<file path="config.mk">
export PLATFORM = sky130hd
export DESIGN_NAME = instr_encode_flat
export DESIGN_NICKNAME = d
export VERILOG_FILES = /design/src/rtl/instr_encode_pkg.sv /design/src/rtl/instr_encode_if.sv /design/src/rtl/instr_encode_word_fifo.sv /design/src/rtl/instr_encode.sv /design/src/flat_wrapper.sv
export SDC_FILE = /design/constraint.sdc
export NUM_CORES = 1
export LEC_CHECK = 0
export ABC_AREA = 0
export CAP_MARGIN = 15
export CORE_MARGIN = 2
export CORE_UTILIZATION = 30
export DETAILED_ROUTE_END_ITERATION = 16
export PLACE_DENSITY_LB_ADDON = 0.25
export REMOVE_ABC_BUFFERS = 1
export SKIP_CTS_REPAIR_TIMING = 1
export SYNTH_ARGS = -nofsm -noshare
export SYNTH_HDL_FRONTEND = slang
export SYNTH_SLANG_ARGS = --single-unit
</file>
<file path="constraint.sdc">
create_clock -name clk -period 1.9 [get_ports clk]
set_input_delay 0.38 -clock clk [delete_from_list [all_inputs] [get_ports clk]]
set_output_delay 0.38 -clock clk [all_outputs]
set_load 0.01 [all_outputs]
</file>
<file path="src/rtl/instr_encode_pkg.sv">
// Shared widths, field positions, FSM states and helpers for the instruction encoder.
package instr_encode_pkg;

    localparam int WORD_SIZE  = 16;
    localparam int BYTE_SIZE  = 8;
    localparam int NIB_SIZE   = 4;
    localparam int FIFO_DEPTH = 2;

    // Field positions inside an instruction word: {opcode, reg1, reg2, reg3}
    localparam int OP_MSB  = WORD_SIZE - 1;
    localparam int OP_LSB  = WORD_SIZE - NIB_SIZE;
    localparam int R1_MSB  = OP_LSB - 1;
    localparam int R1_LSB  = OP_LSB - NIB_SIZE;

    typedef logic [WORD_SIZE-1:0] word_t;

    typedef enum logic [1:0] {
        ST_IDLE  = 2'd0,
        ST_RUN   = 2'd1,
        ST_DRAIN = 2'd2,
        ST_DONE  = 2'd3
    } state_t;

    // One pending write: destination address plus encoded word
    typedef struct packed {
        word_t addr;
        word_t word;
    } wr_entry_t;

    // ALU ops live in the lower half of the opcode space
    function automatic logic is_alu_space(input logic [NIB_SIZE-1:0] op);
        return !op[NIB_SIZE-1];
    endfunction

endpackage

</file>
<file path="src/rtl/instr_encode_if.sv">
// Field stream from the host plus the instruction-memory write port.
interface instr_encode_if;
    import instr_encode_pkg::*;

    logic                 in_valid;
    logic                 in_ready;
    logic                 in_isaluop;
    logic [2:0]           in_aluop;
    logic [NIB_SIZE-1:0]  in_opcode;
    logic [NIB_SIZE-1:0]  in_reg1;
    logic [NIB_SIZE-1:0]  in_reg2;
    logic [NIB_SIZE-1:0]  in_reg3;
    logic                 in_usebig;
    logic [BYTE_SIZE-1:0] in_bigval;

    logic                 mem_we;
    word_t                mem_addr;
    word_t                mem_wdata;
    logic                 mem_ready;

    // Encoder side
    modport slave (
        input  in_valid, in_isaluop, in_aluop, in_opcode,
               in_reg1, in_reg2, in_reg3, in_usebig, in_bigval,
        output in_ready,
        output mem_we, mem_addr, mem_wdata,
        input  mem_ready
    );

    // Host / memory side
    modport master (
        output in_valid, in_isaluop, in_aluop, in_opcode,
               in_reg1, in_reg2, in_reg3, in_usebig, in_bigval,
        input  in_ready,
        input  mem_we, mem_addr, mem_wdata,
        output mem_ready
    );

endinterface

</file>
<file path="src/rtl/instr_encode_word_fifo.sv">
// Small synchronous FIFO holding {addr, word} entries awaiting the memory write port.
module word_fifo #(
    parameter int DEPTH = 2,
    parameter int WIDTH = 32
) (
    input  logic             clk,
    input  logic             reset_n,
    input  logic             push,
    input  logic [WIDTH-1:0] wdata,
    input  logic             pop,
    output logic [WIDTH-1:0] rdata,
    output logic             full,
    output logic             empty
);

    localparam int AW = $clog2(DEPTH);

    logic [WIDTH-1:0] mem [DEPTH];
    // Extra MSB on the pointers distinguishes full from empty
    logic [AW:0]      wr_ptr;
    logic [AW:0]      rd_ptr;

    assign empty = (wr_ptr == rd_ptr);
    assign full  = (wr_ptr[AW] != rd_ptr[AW]) && (wr_ptr[AW-1:0] == rd_ptr[AW-1:0]);
    assign rdata = mem[rd_ptr[AW-1:0]];

    // Storage and pointer update; reset discards any queued entries
    always_ff @(posedge clk or negedge reset_n) begin
        if (!reset_n) begin
            wr_ptr <= '0;
            rd_ptr <= '0;
            for (int i = 0; i < DEPTH; i++) mem[i] <= '0;
        end else begin
            if (push && !full) begin
                mem[wr_ptr[AW-1:0]] <= wdata;
                wr_ptr              <= wr_ptr + 1'b1;
            end
            if (pop && !empty) rd_ptr <= rd_ptr + 1'b1;
        end
    end

endmodule

</file>
<file path="src/rtl/instr_encode.sv">
// Packs decoded instruction fields into words and streams them into instruction memory.
module instr_encode
    import instr_encode_pkg::*;
(
    input  logic           clk,
    input  logic           reset_n,
    input  logic           start,
    input  word_t          start_addr,
    input  logic           finish,
    instr_encode_if.slave  bus,
    output logic           busy,
    output logic           done,
    output word_t          wr_count,
    output logic           bad_op,
    output logic           overflow
);

    state_t               state;
    word_t                push_addr;
    logic                 addr_exh;
    logic                 fifo_full;
    logic                 fifo_empty;
    wr_entry_t            head;
    wr_entry_t            push_entry;
    logic [NIB_SIZE-1:0]  op;
    logic [BYTE_SIZE-1:0] lo;
    logic                 accept;
    logic                 reject;
    logic                 push;
    logic                 write_done;
    logic                 last_write;

    // Ready is a function of registered state only, so a pop in the same
    // cycle never frees a slot for a push.
    assign bus.in_ready = (state == ST_RUN) && !fifo_full && !addr_exh;
    assign accept       = bus.in_valid && bus.in_ready;

    assign op  = bus.in_isaluop ? {1'b0, bus.in_aluop} : bus.in_opcode;
    assign lo  = bus.in_usebig ? bus.in_bigval : {bus.in_reg2, bus.in_reg3};

    // Non-ALU opcodes in the ALU half are consumed but never written
    assign reject = accept && !bus.in_isaluop && is_alu_space(bus.in_opcode);
    assign push   = accept && !reject;

    // Address is bound at push time so the write port just replays it
    assign push_entry = '{addr: push_addr, word: {op, bus.in_reg1, lo}};

    word_fifo #(
        .DEPTH (FIFO_DEPTH),
        .WIDTH ($bits(wr_entry_t))
    ) u_fifo (
        .clk     (clk),
        .reset_n (reset_n),
        .push    (push),
        .wdata   (push_entry),
        .pop     (write_done),
        .rdata   (head),
        .full    (fifo_full),
        .empty   (fifo_empty)
    );

    assign bus.mem_we    = !fifo_empty;
    assign bus.mem_addr  = fifo_empty ? '0 : head.addr;
    assign bus.mem_wdata = fifo_empty ? '0 : head.word;

    assign write_done = !fifo_empty && bus.mem_ready;
    assign last_write = write_done && (head.addr == '1);

    // Session FSM with address counter, completion count and sticky flags
    always_ff @(posedge clk or negedge reset_n) begin
        if (!reset_n) begin
            state     <= ST_IDLE;
            push_addr <= '0;
            addr_exh  <= 1'b0;
            wr_count  <= '0;
            bad_op    <= 1'b0;
            overflow  <= 1'b0;
            busy      <= 1'b0;
            done      <= 1'b0;
        end else begin
            done <= 1'b0;
            if (push) begin
                push_addr <= push_addr + 1'b1;
                if (push_addr == '1) addr_exh <= 1'b1;
            end
            if (reject)     bad_op   <= 1'b1;
            if (write_done) wr_count <= wr_count + 1'b1;
            if (last_write) overflow <= 1'b1;

            case (state)
                ST_IDLE: begin
                    if (start) begin
                        state     <= ST_RUN;
                        busy      <= 1'b1;
                        push_addr <= start_addr;
                        addr_exh  <= 1'b0;
                        wr_count  <= '0;
                        bad_op    <= 1'b0;
                        overflow  <= 1'b0;
                    end
                end
                ST_RUN: begin
                    // A word accepted alongside finish is still pushed above
                    if (finish || last_write) state <= ST_DRAIN;
                end
                ST_DRAIN: begin
                    // Empty FIFO implies no write is outstanding
                    if (fifo_empty) begin
                        state <= ST_DONE;
                        done  <= 1'b1;
                    end
                end
                ST_DONE: begin
                    state <= ST_IDLE;
                    busy  <= 1'b0;
                end
                default: state <= ST_IDLE;
            endcase
        end
    end

endmodule

</file>
<file path="src/flat_wrapper.sv">
// flat-port wrapper written by rule: the top's interface ports become plain ports
module instr_encode_flat import instr_encode_pkg::*;
  (clk, reset_n, start, start_addr, finish, busy, done, wr_count, bad_op, overflow, bus_in_valid, bus_in_isaluop, bus_in_aluop, bus_in_opcode, bus_in_reg1, bus_in_reg2, bus_in_reg3, bus_in_usebig, bus_in_bigval, bus_in_ready, bus_mem_we, bus_mem_addr, bus_mem_wdata, bus_mem_ready);
  instr_encode_if bus_i ();
  input  logic clk;
  input  logic reset_n;
  input  logic start;
  input  word_t start_addr;
  input  logic finish;
  output logic busy;
  output logic done;
  output word_t wr_count;
  output logic bad_op;
  output logic overflow;
  input wire logic [$bits(bus_i.in_valid)-1:0] bus_in_valid;
  input wire logic [$bits(bus_i.in_isaluop)-1:0] bus_in_isaluop;
  input wire logic [$bits(bus_i.in_aluop)-1:0] bus_in_aluop;
  input wire logic [$bits(bus_i.in_opcode)-1:0] bus_in_opcode;
  input wire logic [$bits(bus_i.in_reg1)-1:0] bus_in_reg1;
  input wire logic [$bits(bus_i.in_reg2)-1:0] bus_in_reg2;
  input wire logic [$bits(bus_i.in_reg3)-1:0] bus_in_reg3;
  input wire logic [$bits(bus_i.in_usebig)-1:0] bus_in_usebig;
  input wire logic [$bits(bus_i.in_bigval)-1:0] bus_in_bigval;
  output wire logic [$bits(bus_i.in_ready)-1:0] bus_in_ready;
  output wire logic [$bits(bus_i.mem_we)-1:0] bus_mem_we;
  output wire logic [$bits(bus_i.mem_addr)-1:0] bus_mem_addr;
  output wire logic [$bits(bus_i.mem_wdata)-1:0] bus_mem_wdata;
  input wire logic [$bits(bus_i.mem_ready)-1:0] bus_mem_ready;
  assign bus_i.in_valid = bus_in_valid;
  assign bus_i.in_isaluop = bus_in_isaluop;
  assign bus_i.in_aluop = bus_in_aluop;
  assign bus_i.in_opcode = bus_in_opcode;
  assign bus_i.in_reg1 = bus_in_reg1;
  assign bus_i.in_reg2 = bus_in_reg2;
  assign bus_i.in_reg3 = bus_in_reg3;
  assign bus_i.in_usebig = bus_in_usebig;
  assign bus_i.in_bigval = bus_in_bigval;
  assign bus_in_ready = bus_i.in_ready;
  assign bus_mem_we = bus_i.mem_we;
  assign bus_mem_addr = bus_i.mem_addr;
  assign bus_mem_wdata = bus_i.mem_wdata;
  assign bus_i.mem_ready = bus_mem_ready;
  instr_encode u_core (.clk(clk), .reset_n(reset_n), .start(start), .start_addr(start_addr), .finish(finish), .bus(bus_i), .busy(busy), .done(done), .wr_count(wr_count), .bad_op(bad_op), .overflow(overflow));
endmodule
</file>
==> results of run 1 <==
## cells in the mapped netlist (8+ instances only)
cell type	instances
inv_1	8
nand3_1	19
dfrtp_1	107
nor2_1	64
xor2_1	29
mux2_2	25
clkbuf_1	12
nand2_1	46
mux2i_1	42
mux2_4	10
a21oi_1	20
o21ai_0	30
nand4_1	9
## layout by cell type, fill, tap and decap left out, types with 14 or more instances in the layout
cell,Yosys,layout
clkbuf_16,0,16
a21oi_2,0,14
dfrtp_1,107,104
buf_6,3,23
buf_12,0,14
o21ai_1,1,18
mux2i_1,42,33
buf_4,5,46
nand2_1,46,28
nor2_4,1,18
mux2_4,10,39
xor2_1,29,26
buf_2,2,17
clkdlybuf4s50_1,0,69
nor2_1,64,43
## through the flow
step | instances | utilization [%]
floorplan | 465 | -
global placement | 855 | 40.86
detailed placement | 855 | 40.86
CTS | 869 | 42.41
global route | 898 | 48.68
finish | 898 | 48.68
## worst max-delay path, cell delays in order (launching register included)
cell,delay [ps]
dfrtp_2,470
buf_6,150
nor2b_4,110
nand4_1,140
a2111oi_4,360
nand4_1,220
a221oi_2,350
mux2_1,360
## kinds of logic (layout without fill, tap and decap cells)
logic type / Yosys count / after routing / synth area share (%)
buffers and inverters: 32 / 216 / 3.080
AND/OR/NAND/NOR: 165 / 165 / 14.76
XOR/XNOR: 37 / 37 / 6.582
multiplexers: 83 / 83 / 17.28
AO/OA/AOI/OAI: 59 / 59 / 6.582
flip-flops: 107 / 107 / 50.31
adder cells (fa/ha/maj): 6 / 6 / 1.410
## report_power, final
group	internal, mW	switching, mW	leakage, nW
Combinational	4.41	3.41	2.36
Clock	0.919	0.845	0.128
Sequential	3.22	1.01	1.35
## flip-flops by register name (all words and copies together), names as in the netlist, 2 cells and up
name / count
u_core.wr_count: 16
u_core.state: 2
u_core.u_fifo.wr_ptr: 2
u_core.u_fifo.rd_ptr: 2
u_core.u_fifo.mem: 64
u_core.push_addr: 16
## layer usage
metal  track usage [%]  wire length [um]  vias up
li1                  -                 -     2034
met1             19.43              7034     2090
met5                 0                 0        -
met4             5.097               147        0
met2             23.80              7287      104
met3             3.091               777       13
## final timing paths
check                      slack [ps]                           endpoint
max reg2reg                      -390        u_core.state[1]$_DFFE_PN0P_
min                               -20  u_core.u_fifo.mem[22]$_DFFE_PN0P_
min reg2reg                       500  u_core.u_fifo.mem[14]$_DFFE_PN0P_
max                              -390        u_core.state[1]$_DFFE_PN0P_
max in group asynchronous        1210      u_core.push_addr[1]$_DFF_PN0_
min in group clk                  500  u_core.u_fifo.mem[14]$_DFFE_PN0P_
## cell type report
cell class | instances | area [um^2]
clock inverters | 3 | 25.02
multi-input cells | 350 | 3124
fillers | 1556 | 8876
clock buffers | 11 | 242.7
repair buffers | 194 | 2036
well taps | 225 | 281.5
flip-flops and latches | 107 | 2681
inverters | 8 | 30.03
==> metrics.yaml, run 1 <==
status:
  status: "complete, but fails checks"
  violations: "hold timing, setup timing"
global_route:
  grt_use_total_pct: 14.67
  grt_pass1_wl_um: 21320
  overflow: 0
  grt_max_degree: 51
  grt_antenna_before_repair: 0
  grt_pass1_vias: 4254
clocking:
  cts_buffers: 9
  cts_htree_levels: 3
  worstSkewPairLatency_ps: 360
  cts_tree: "yes"
  clockRootBuffer: "clkbuf_16"
  clockBufferDepth: 2
  clock-sinks: 107
  clk_pin_slew_worst_paths_ps: 70
sta:
  setup_viol_count_final: 108
  grt_setup_unrepaired: "yes"
  slew_headroom_pct: 64.75
  skew_ps: 9.165
  holdWs_ps: -20.04
  min_period_ps: 2289
  tightest_slew_ps: 524.3
  layout_setup_ws_ps: -389.3
  clock.fmax_mhz: 436.8
  hold_viol_final: 34
  fin_crit_sh_pct: 120.5
  tns_ps: -13930
  slew_viol_final: 0
logic_synthesis:
  syn_area_um2: 5323
  synthTopCellsByArea: "dfrtp_1 (50%), mux2i_1 (7.9%), mux2_2 (5.3%)"
  synthArstFlopShare_pct: 100.0
  syn_inst: 489
  synthFlopType: "dfrtp_1"
  synth-edff-count: 0
  yosysUniqueCellTypes: 45
  ys_warn_count: 0
  ys_ff_latch: 107
  yosys.area.top_type: "dfrtp_1"
  synth.top_cell.area_share_pct: 50.31
  synth.avg_cell_area_um2: 10.88
  synth_seq_area_share_pct: 50.31
power_and_ir_drop:
  p_per_area_nw_per_um2: 1640
  p_leak_nw: 3.843
  vdd_drop_max_mv: 1.031
  finalPower_mw: 13.81
cells_and_area:
  stdcell_area_um2: 8421
  antenna_cells: 0
  drive_gt1_share_pct: 41.01
  final_nets: 727
  areaGrowthSynthToFinish_pct: 58.20
floorplan:
  die_x_um: 137.2
  die_height_um: 137.2
  num_io_pins: 105
  dieArea_um2: 18820
  placementRows: 48
  start_util_pct: 30.77
  core-area_um2: 17300
routing:
  viasPerCell: 4.723
  drc: 0
  drt_iter0_drc: 144
  ant_nets: 0
  num_vias: 4241
  wl_um: 15250
  wire_per_inst_um: 16.98
  first_pass_iters: 4
place:
  place_hpwl_um: 9642
  place_ws_ps: -404.6
  routabilityCongestion: 0.8368
  placed_cell_area_um2: 7068
  portBuffers: 104
worst_setup_path:
  critPathLaunchType: "flop"
  endpoint_kind: "flop"
  r2r-start: "u_core.u_fifo.rd_ptr[0]$_DFFE_PN0P_"
  required_ps: 2130
  cp.arrival_ps: 2520
  rr_worst_depth: 7
  crit_start: "u_core.u_fifo.rd_ptr[0]$_DFFE_PN0P_"
  worstSetupPathType: "flop to flop"
  cp_max_fo: 6
worst_hold_path:
  hold_path_class: "primary input to async pin"
job:
  cap_violations: 0
(Power assumes the default switching activity.)
==> run 2: changes to the inputs <==
--- a/config.mk
+++ b/config.mk
@@ -10,9 +10,9 @@
 export CORE_MARGIN = 2
 export CORE_UTILIZATION = 30
 export DETAILED_ROUTE_END_ITERATION = 16
-export PLACE_DENSITY_LB_ADDON = 0.25
 export REMOVE_ABC_BUFFERS = 1
 export SKIP_CTS_REPAIR_TIMING = 1
 export SYNTH_ARGS = -nofsm -noshare
 export SYNTH_HDL_FRONTEND = slang
+export SYNTH_HIERARCHICAL = 1
 export SYNTH_SLANG_ARGS = --single-unit
==> run 2 against run 1 <==
The run ends with setup timing left. Flip-flop and latch count is the same. Wire length increased by 6.7%. Clock skew is 3.3 ps lower. Global-route usage grew 0.15 points. Area after synthesis up 4.2%. Non-clock buffer count is 16 higher. Sequential power decreased by 8.5%. Sequential share of layout area is 1.3 points lower. Highest routed layer unchanged.
==> metrics.yaml, run 2 <==
routing:
  wl_um: 16270  # was 15,250 um
  ant_nets: 0  # unchanged
  num_vias: 4532  # was 4,241
  viasPerCell: 4.926  # was 4.723
  wire_per_inst_um: 17.69  # was 16.98 um
  first_pass_iters: 4  # unchanged
  drt_iter0_drc: 181  # was 144
  drc: 0  # unchanged
floorplan:
  die_height_um: 140.0  # was 137.2 um
  start_util_pct: 30.76  # was 30.77%
  core-area_um2: 18020  # was 17,300 um^2
  placementRows: 49  # was 48
  die_x_um: 140.0  # was 137.2 um
  num_io_pins: 105  # unchanged
  dieArea_um2: 19590  # was 18,820 um^2
cells_and_area:
  regMostFlops: "u_core/u_fifo/mem"  # was u_core.u_fifo.mem
  antenna_cells: 0  # unchanged
  layout_common_cells: "dfrtp_1 (103), clkdlybuf4s50_1 (69), buf_4 (63), mux2_4 (58), mux2_2 (50)"  # was dfrtp_1 (104), clkdlybuf4s50_1 (69), buf_4 (46), nor2_1 (43), mux2_4 (39)
  top_regs: "u_core/u_fifo/mem: 64 flops, u_core/push_addr: 16 flops, u_core/wr_count: 16 flops"  # was u_core.u_fifo.mem: 64 flops, u_core.push_addr: 16 flops, u_core.wr_count: 16 flops
  final_common_cell: "dfrtp_1"  # unchanged
  drive_gt1_share_pct: 46.89  # was 41.01%
  final_nets: 745  # was 727
  largest_reg_flops: 64  # unchanged
  stdcell_area_um2: 8792  # was 8421 um^2
  areaGrowthSynthToFinish_pct: 58.55  # was 58.20%
status:
  status: "complete, but fails checks"  # unchanged
  violations: "setup timing"  # was hold timing, setup timing
power_and_ir_drop:
  p_leak_nw: 3.892  # was 3.843 nW
  vdd_drop_max_mv: 1.261  # was 1.031 mV
  p_per_area_nw_per_um2: 1680  # was 1640 nW/um^2
  switchingPower_mw: 5.188  # was 5.266 mW
  pwr-share-clk_pct: 11.7  # was 12.8%
  pwr-share-comb_pct: 62.1  # was 56.6%
  swShare_pct: 35.13  # was 38.13%
  p_int_mw: 9.579  # was 8.546 mW
  pwr-share-seq_pct: 26.2  # was 30.6%
worst_setup_path:
  critPathMaxStageDelay_ps: 590  # was 470 ps
  critPathLaunchType: "flop"  # unchanged
  cp_max_fo: 7  # was 6
  cp_top_family: "simple AND/OR/NAND/NOR gates"  # was compound AO/OA/AOI/OAI gates
  cp_num_cells: 7  # unchanged
  crit_path_cell_trace: "xnor2_2 -> nor2_2 -> nand4bb_4 -> or4_4 -> buf_6 -> or3_1 -> a31oi_1"  # was buf_6 -> nor2b_4 -> nand4_1 -> a2111oi_4 -> nand4_1 -> a221oi_2 -> mux2_1
  rr_worst_depth: 7  # unchanged
  path_buf_inv: 1  # unchanged
  slowest_stage: "or4_4"  # was dfrtp_2
  worstSetupPathType: "flop to flop"  # unchanged
  endpoint_kind: "flop"  # unchanged
  required_ps: 2180  # was 2130 ps
  cp.arrival_ps: 2580  # was 2520 ps
clocking:
  cts_tree: "yes"  # unchanged
  clock-sinks: 107  # unchanged
  clockRootBuffer: "clkbuf_16"  # unchanged
  cts_htree_levels: 3  # unchanged
  clk_pin_slew_worst_paths_ps: 70  # about the same
  worstSkewPairLatency_ps: 360  # about the same
  cts_buffers: 9  # unchanged
  clockBufferDepth: 2  # unchanged
sta:
  hold_viol_final: 0  # was 34
  tns_ps: -29810  # was -13,930 ps
  fin_crit_sh_pct: 121.1  # was 120.5%
  setup_viol_count_final: 118  # was 108
  slew_headroom_pct: 54.38  # was 64.75%
  clock.fmax_mhz: 434.7  # was 436.8 MHz
  min_period_ps: 2301  # was 2289 ps
  skew_ps: 5.907  # was 9.165 ps
  slew_viol_final: 0  # unchanged
  tightest_slew_ps: 677.1  # was 524.3 ps
  layout_setup_ws_ps: -400.5  # was -389.3 ps
  grt_setup_unrepaired: "yes"  # unchanged
logic_synthesis:
  yosysUniqueCellTypes: 41  # was 45
  synth_seq_area_share_pct: 48.29  # was 50.31%
  synthArstFlopShare_pct: 100.0  # unchanged
  synthFlopType: "dfrtp_1"  # unchanged
  syn_inst: 490  # was 489
  synthTopCellsByArea: "dfrtp_1 (48%), mux2_2 (22%), nor2b_1 (3.9%)"  # was dfrtp_1 (50%), mux2i_1 (7.9%), mux2_2 (5.3%)
  synth-edff-count: 0  # unchanged
  yosys.area.top_type: "dfrtp_1"  # unchanged
  synth.top_cell.area_share_pct: 48.29  # was 50.31%
  ys_ff_latch: 107  # unchanged
  ys_warn_count: 6  # was 0
  synthTopCellsByCount: "dfrtp_1 (107), mux2_2 (106), nor2b_1 (35)"  # was dfrtp_1 (107), nor2_1 (64), nand2_1 (46)
  yosysMostFrequentCell: "dfrtp_1"  # unchanged
  syn_area_um2: 5545  # was 5323 um^2
  synth.avg_cell_area_um2: 11.32  # was 10.88 um^2
job:
  cap_violations: 0  # unchanged
global_route:
  grt_use_total_pct: 14.82  # was 14.67%
  overflow: 0  # unchanged
  grt_antenna_before_repair: 0  # unchanged
  grt_pass1_wl_um: 23120  # was 21,320 um
  grt_pass1_vias: 4619  # was 4,254
  grt_max_degree: 49  # was 51
worst_hold_path:
  hold_path_class: "flop to flop"  # was primary input to async pin
  whs_path_depth: 1
place:
  place_hpwl_um: 10300  # was 9642 um
  routabilityCongestion: 0.8495  # was 0.8368
  placed_cell_area_um2: 7430  # was 7068 um^2
  portBuffers: 104  # unchanged
-- run 2: final cells by class --
type                    count  area [um^2]
fillers                  1608         9233
multi-input cells         348         3303
flip-flops and latches    107         2683
repair buffers            210         2218
well taps                 229        286.5
clock buffers              10        229.0
inverters                  12        45.04
clock inverters             4        27.53
-- run 2: routing by layer --
layer | vias up | track usage (%) | wire (um)
met2 | 120 | 25.62 | 8379
met5 | - | 0 | 0
met1 | 2268 | 17.82 | 6911
met3 | 12 | 4.479 | 840
li1 | 2132 | - | -
met4 | 0 | 4.474 | 139
-- run 2: power by group through the flow --
| stage | Combinational [mW] | Clock, mW | Sequential (mW) |
|---|---|---|---|
| floorplan | 3.21 | 0 | 3.86 |
| global placement | 6.77 | 0 | 3.75 |
| detailed placement | 6.90 | 0 | 3.80 |
| CTS | 6.94 | 1.80 | 3.76 |
| global route | 9.76 | 1.90 | 3.99 |
| finish | 9.17 | 1.73 | 3.87 |
-- run 2: path summary, 6_finish.rpt --
kind / from / to / slack, ps
setup / recovery: u_core/u_fifo/wr_ptr[1]$_DFFE_PN0P_ / u_core/push_addr[9]$_DFF_PN0_ / -400
max in group asynchronous: reset_n / u_core/wr_count[3]$_DFF_PN0_ / 760
setup reg to reg: u_core/u_fifo/wr_ptr[1]$_DFFE_PN0P_ / u_core/push_addr[9]$_DFF_PN0_ / -400
hold / removal: u_core/u_fifo/mem[49]$_DFFE_PN0P_ / u_core/u_fifo/mem[49]$_DFFE_PN0P_ / 500
min in group asynchronous: reset_n / u_core/u_fifo/mem[1]$_DFFE_PN0P_ / 510
hold reg to reg: u_core/u_fifo/mem[49]$_DFFE_PN0P_ / u_core/u_fifo/mem[49]$_DFFE_PN0P_ / 500
-- run 2: through the flow --
step / power (mW) / std cells / hold slack (ps) / util [%] / setup WS, ps
3_5_place_dp: 10.70 / 871 / 356.3 / 41.22 / -534.5
3_3_place_gp: 10.52 / 871 / 344.2 / 41.22 / -508.3
6_report: 14.77 / 920 / 502.2 / 48.78 / -400.5
4_1_cts: 12.49 / 885 / -32.73 / 42.64 / -751.2
5_1_grt: 15.65 / 920 / 517.1 / 48.78 / -492.4
2_1_floorplan: 7.072 / 467 / 84.41 / - / -2639
-- run 2: cells by family (layout without fill, tap and decap cells) --
family	count (synthesis)	in the layout	share of synthesized area [%]
simple gates	155	155	15.07
mux	113	113	22.97
flops	107	107	48.29
compound gates	55	55	6.137
buf+inv	35	236	3.181
xor+xnor	19	19	3.001
fa+ha+maj	6	6	1.354
-- run 2: worst register-to-register path: stages, from the launching register on --
cell and delay (ps):
dfrtp_2 470, xnor2_2 240, nor2_2 60, nand4bb_4 210, or4_4 590, buf_6 150
or3_1 300, a31oi_1 190
==> run 3: changes to the inputs <==
--- a/config.mk
+++ b/config.mk
@@ -5,7 +5,7 @@
 export SDC_FILE = /design/constraint.sdc
 export NUM_CORES = 1
 export LEC_CHECK = 0
-export ABC_AREA = 0
+export ABC_AREA = 1
 export CAP_MARGIN = 15
 export CORE_MARGIN = 2
 export CORE_UTILIZATION = 30
==> run 3 against run 2 <==
Critical endpoint is now u_core/u_fifo/mem[22]$_DFFE_PN0P_. The flow still finishes with violations (setup timing). Clock skew about the same. Non-clock buffer count down 32. Utilization is 6.4 points lower. Final cell count up 35%. Combinational power shrank 23%.
==> metrics.yaml, run 3 <==
status:
  status: "complete, but fails checks"  # unchanged
  violations: "setup timing"  # unchanged
sta:
  slew_headroom_pct: 59.62  # was 54.38%
  setup_viol_count_final: 87  # was 118
  min_period_ps: 2007  # was 2301 ps
  fin_crit_sh_pct: 105.7  # was 121.1%
  slew_viol_final: 0  # unchanged
  tightest_slew_ps: 605.7  # was 677.1 ps
  layout_setup_ws_ps: -107.4  # was -400.5 ps
  clock.fmax_mhz: 498.2  # was 434.7 MHz
  skew_ps: 5.555  # was 5.907 ps
  hold_viol_final: 0  # unchanged
  grt_setup_unrepaired: "yes"  # unchanged
routing:
  first_pass_iters: 5  # was 4
  wire_per_inst_um: 14.05  # was 17.69 um
  ant_nets: 0  # unchanged
  num_vias: 5707  # was 4,532
  drc: 0  # unchanged
  wl_um: 17430  # was 16,270 um
  viasPerCell: 4.602  # was 4.926
  drt_iter0_drc: 291  # was 181
logic_synthesis:
  synth-xor-area-share_pct: 1.428  # was 3.001%
  yosysMostFrequentCell: "nand2_1"  # was dfrtp_1
  yosys.area.top_type: "dfrtp_1"  # unchanged
  yosysUniqueCellTypes: 44  # was 41
  synth-simple-area-share_pct: 38.09  # was 15.07%
  synth_seq_area_share_pct: 43.66  # was 48.29%
  ys_warn_count: 6  # unchanged
  synth_top_family_by_area: "simple AND/OR/NAND/NOR gates"  # was multiplexers
  synthTopCellsByCount: "nand2_1 (311), dfrtp_1 (107), nor2_1 (75)"  # was dfrtp_1 (107), mux2_2 (106), nor2b_1 (35)
  synth-edff-count: 0  # unchanged
  synth-compound-area-share_pct: 4.284  # was 6.137%
  synthMuxAreaShare_pct: 2.020  # was 22.97%
  synth.avg_cell_area_um2: 7.480  # was 11.32 um^2
  synthFlopType: "dfrtp_1"  # unchanged
  synthAdderAreaFrac_pct: 1.224  # was 1.354%
  syn_inst: 820  # was 490
  synth.top_cell.area_share_pct: 43.66  # was 48.29%
  synthArstFlopShare_pct: 100.0  # unchanged
  ys_ff_latch: 107  # unchanged
  synthTopCellsByArea: "dfrtp_1 (44%), nand2_1 (19%), nand4_1 (7.2%)"  # was dfrtp_1 (48%), mux2_2 (22%), nor2b_1 (3.9%)
  syn_area_um2: 6133  # was 5545 um^2
place:
  placed_cell_area_um2: 7823  # was 7430 um^2
  dpl.cell_count: 1203  # was 871
  portBuffers: 104  # unchanged
  place_hpwl_um: 11130  # was 10,300 um
  routabilityCongestion: 0.7916  # was 0.8495
worst_setup_path:
  crit_path_cell_trace: "nand2_2 -> nand2_4 -> buf_4 -> nand2_8 -> inv_2 -> inv_2 -> nand4_1 -> nor2_4 -> buf_12 -> nand3_4 -> clkbuf_16 -> nand2_1 -> nand2_1"  # was xnor2_2 -> nor2_2 -> nand4bb_4 -> or4_4 -> buf_6 -> or3_1 -> a31oi_1
  critPathLaunchType: "flop"  # unchanged
  cp_top_family: "simple AND/OR/NAND/NOR gates"  # unchanged
  worstSetupPathType: "flop to flop"  # unchanged
  endpoint_kind: "flop"  # unchanged
  cp.arrival_ps: 2260  # was 2580 ps
  cp_max_fo: 6  # was 7
  slowest_stage: "dfrtp_2"  # was or4_4
  critPathMaxStageDelay_ps: 450  # was 590 ps
  path_buf_inv: 5  # was 1
  required_ps: 2150  # was 2180 ps
cells_and_area:
  regMostFlops: "u_core/u_fifo/mem"  # unchanged
  areaGrowthSynthToFinish_pct: 39.35  # was 58.55%
  antenna_cells: 0  # unchanged
  layout_common_cells: "nand2_1 (291), dfrtp_1 (105), nand4_1 (71), nor2_1 (70), clkdlybuf4s50_1 (69)"  # was dfrtp_1 (103), clkdlybuf4s50_1 (69), buf_4 (63), mux2_4 (58), mux2_2 (50)
  stdcell_count: 1240  # was 920
  stdcell_area_um2: 8547  # was 8792 um^2
  final_common_cell: "nand2_1"  # was dfrtp_1
  largest_reg_flops: 64  # unchanged
  top_regs: "u_core/u_fifo/mem: 64 flops, u_core/push_addr: 16 flops, u_core/wr_count: 16 flops"  # unchanged
  final_nets: 1022  # was 745
  drive_gt1_share_pct: 22.99  # was 46.89%
clocking:
  cts_htree_levels: 3  # unchanged
  worstSkewPairLatency_ps: 350  # was 360 ps
  clk_pin_slew_worst_paths_ps: 80  # was 70 ps
  clockBufferDepth: 2  # unchanged
  clock-sinks: 107  # unchanged
  cts_tree: "yes"  # unchanged
  clockRootBuffer: "clkbuf_16"  # unchanged
  cts_buffers: 9  # unchanged
job:
  cap_violations: 0  # unchanged
power_and_ir_drop:
  p_leak_nw: 4.293  # was 3.892 nW
  p_int_mw: 7.482  # was 9.579 mW
  pwr-share-comb_pct: 53.3  # was 62.1%
  switchingPower_mw: 5.726  # was 5.188 mW
  pwr-share-seq_pct: 30.0  # was 26.2%
  p_per_area_nw_per_um2: 1545  # was 1680 nW/um^2
  vdd_drop_max_mv: 0.6424  # was 1.261 mV
  pwr-share-clk_pct: 16.8  # was 11.7%
  swShare_pct: 43.35  # was 35.13%
floorplan:
  dieArea_um2: 21600  # was 19,590 um^2
  placementRows: 52  # was 49
  start_util_pct: 30.41  # was 30.76%
  die_x_um: 147.0  # was 140.0 um
  num_io_pins: 105  # unchanged
  core-area_um2: 20170  # was 18,020 um^2
  die_height_um: 147.0  # was 140.0 um
global_route:
  overflow: 0  # unchanged
  grt_pass1_wl_um: 27590  # was 23,120 um
  grt_use_total_pct: 15.71  # was 14.82%
  grt_pass1_vias: 5410  # was 4,619
  grt_max_degree: 108  # was 49
  grt_antenna_before_repair: 0  # unchanged
worst_hold_path:
  hold_path_class: "primary input to async pin"  # was flop to flop
[run 3: cell count changes in the layout (fill, tap and decap cells not counted), moves of 39 or more]
cell,change
nand2_1,+264
nand4_1,+59
mux2_4,-58
inv_1,+50
nor2_1,+46
mux2_2,-39
[run 3: cell type report]
type / instances / area, um^2
Timing Repair Buffer: 178 / 1817
Clock inverter: 7 / 125.1
Clock buffer: 9 / 225.2
Fill cell: 2068 / 11620
Tap cell: 270 / 337.8
Multi-Input combinational cell: 589 / 3049
Sequential cell: 107 / 2680
Inverter: 80 / 312.8
[run 3: metrics by stage]
step           hold WS, ps  setup slack (ps)  power [mW]  util [%]  setup TNS (ps)
2_1_floorplan        84.41             -1714       7.323         -         -172480
3_3_place_gp         453.7            -181.1       10.58     38.78           -9912
3_5_place_dp         458.7            -201.9       10.69     38.78          -11200
5_1_grt              152.9            -242.9       14.28     42.38          -16720
6_report             98.62            -107.4       13.21     42.38           -3983
4_1_cts              140.5            -575.2       12.93     40.52          -21250
[run 3: layer usage]
metal  GRT usage [%]  vias up  routed length [um]
li1                -     2900                   -
met1           21.66     2682                8095
met2           25.85      110                8423
met4           4.856        0                 293
met3           2.050       15                 615
met5               0        -                   0
[run 3: worst paths after layout]
kind	startpoint	to	slack (ps)	depth (start not counted)
max in group asynchronous	reset_n	u_core/push_addr[1]$_DFF_PN0_	1350	2
hold / removal	reset_n	u_core/u_fifo/mem[42]$_DFFE_PN0P_	100	2
setup reg to reg	u_core/u_fifo/rd_ptr[0]$_DFFE_PN0P_	u_core/u_fifo/mem[22]$_DFFE_PN0P_	-110	13
setup / recovery	u_core/u_fifo/rd_ptr[0]$_DFFE_PN0P_	u_core/u_fifo/mem[22]$_DFFE_PN0P_	-110	13
hold reg to reg	u_core/u_fifo/mem[32]$_DFFE_PN0P_	u_core/u_fifo/mem[32]$_DFFE_PN0P_	470	2
min in group clk	u_core/u_fifo/mem[32]$_DFFE_PN0P_	u_core/u_fifo/mem[32]$_DFFE_PN0P_	470	2
[run 3: power groups by stage]
stage	registers, mW	logic, mW	clock network [mW]
after CTS	3.90	6.77	2.26
final	3.96	7.04	2.21
after detailed placement	3.94	6.75	0
after floorplan	3.91	3.41	0
after global routing	4.09	7.84	2.35
after global placement	3.91	6.67	0
[run 3: cells by family after synthesis]
group / Yosys count
DFF: 107
adders and majority gates: 6
buffers and inverters: 124
AOI/OAI and AO/OA: 46
xor gates and xnor gates: 10
muxes: 11
and+or+nand+nor: 516
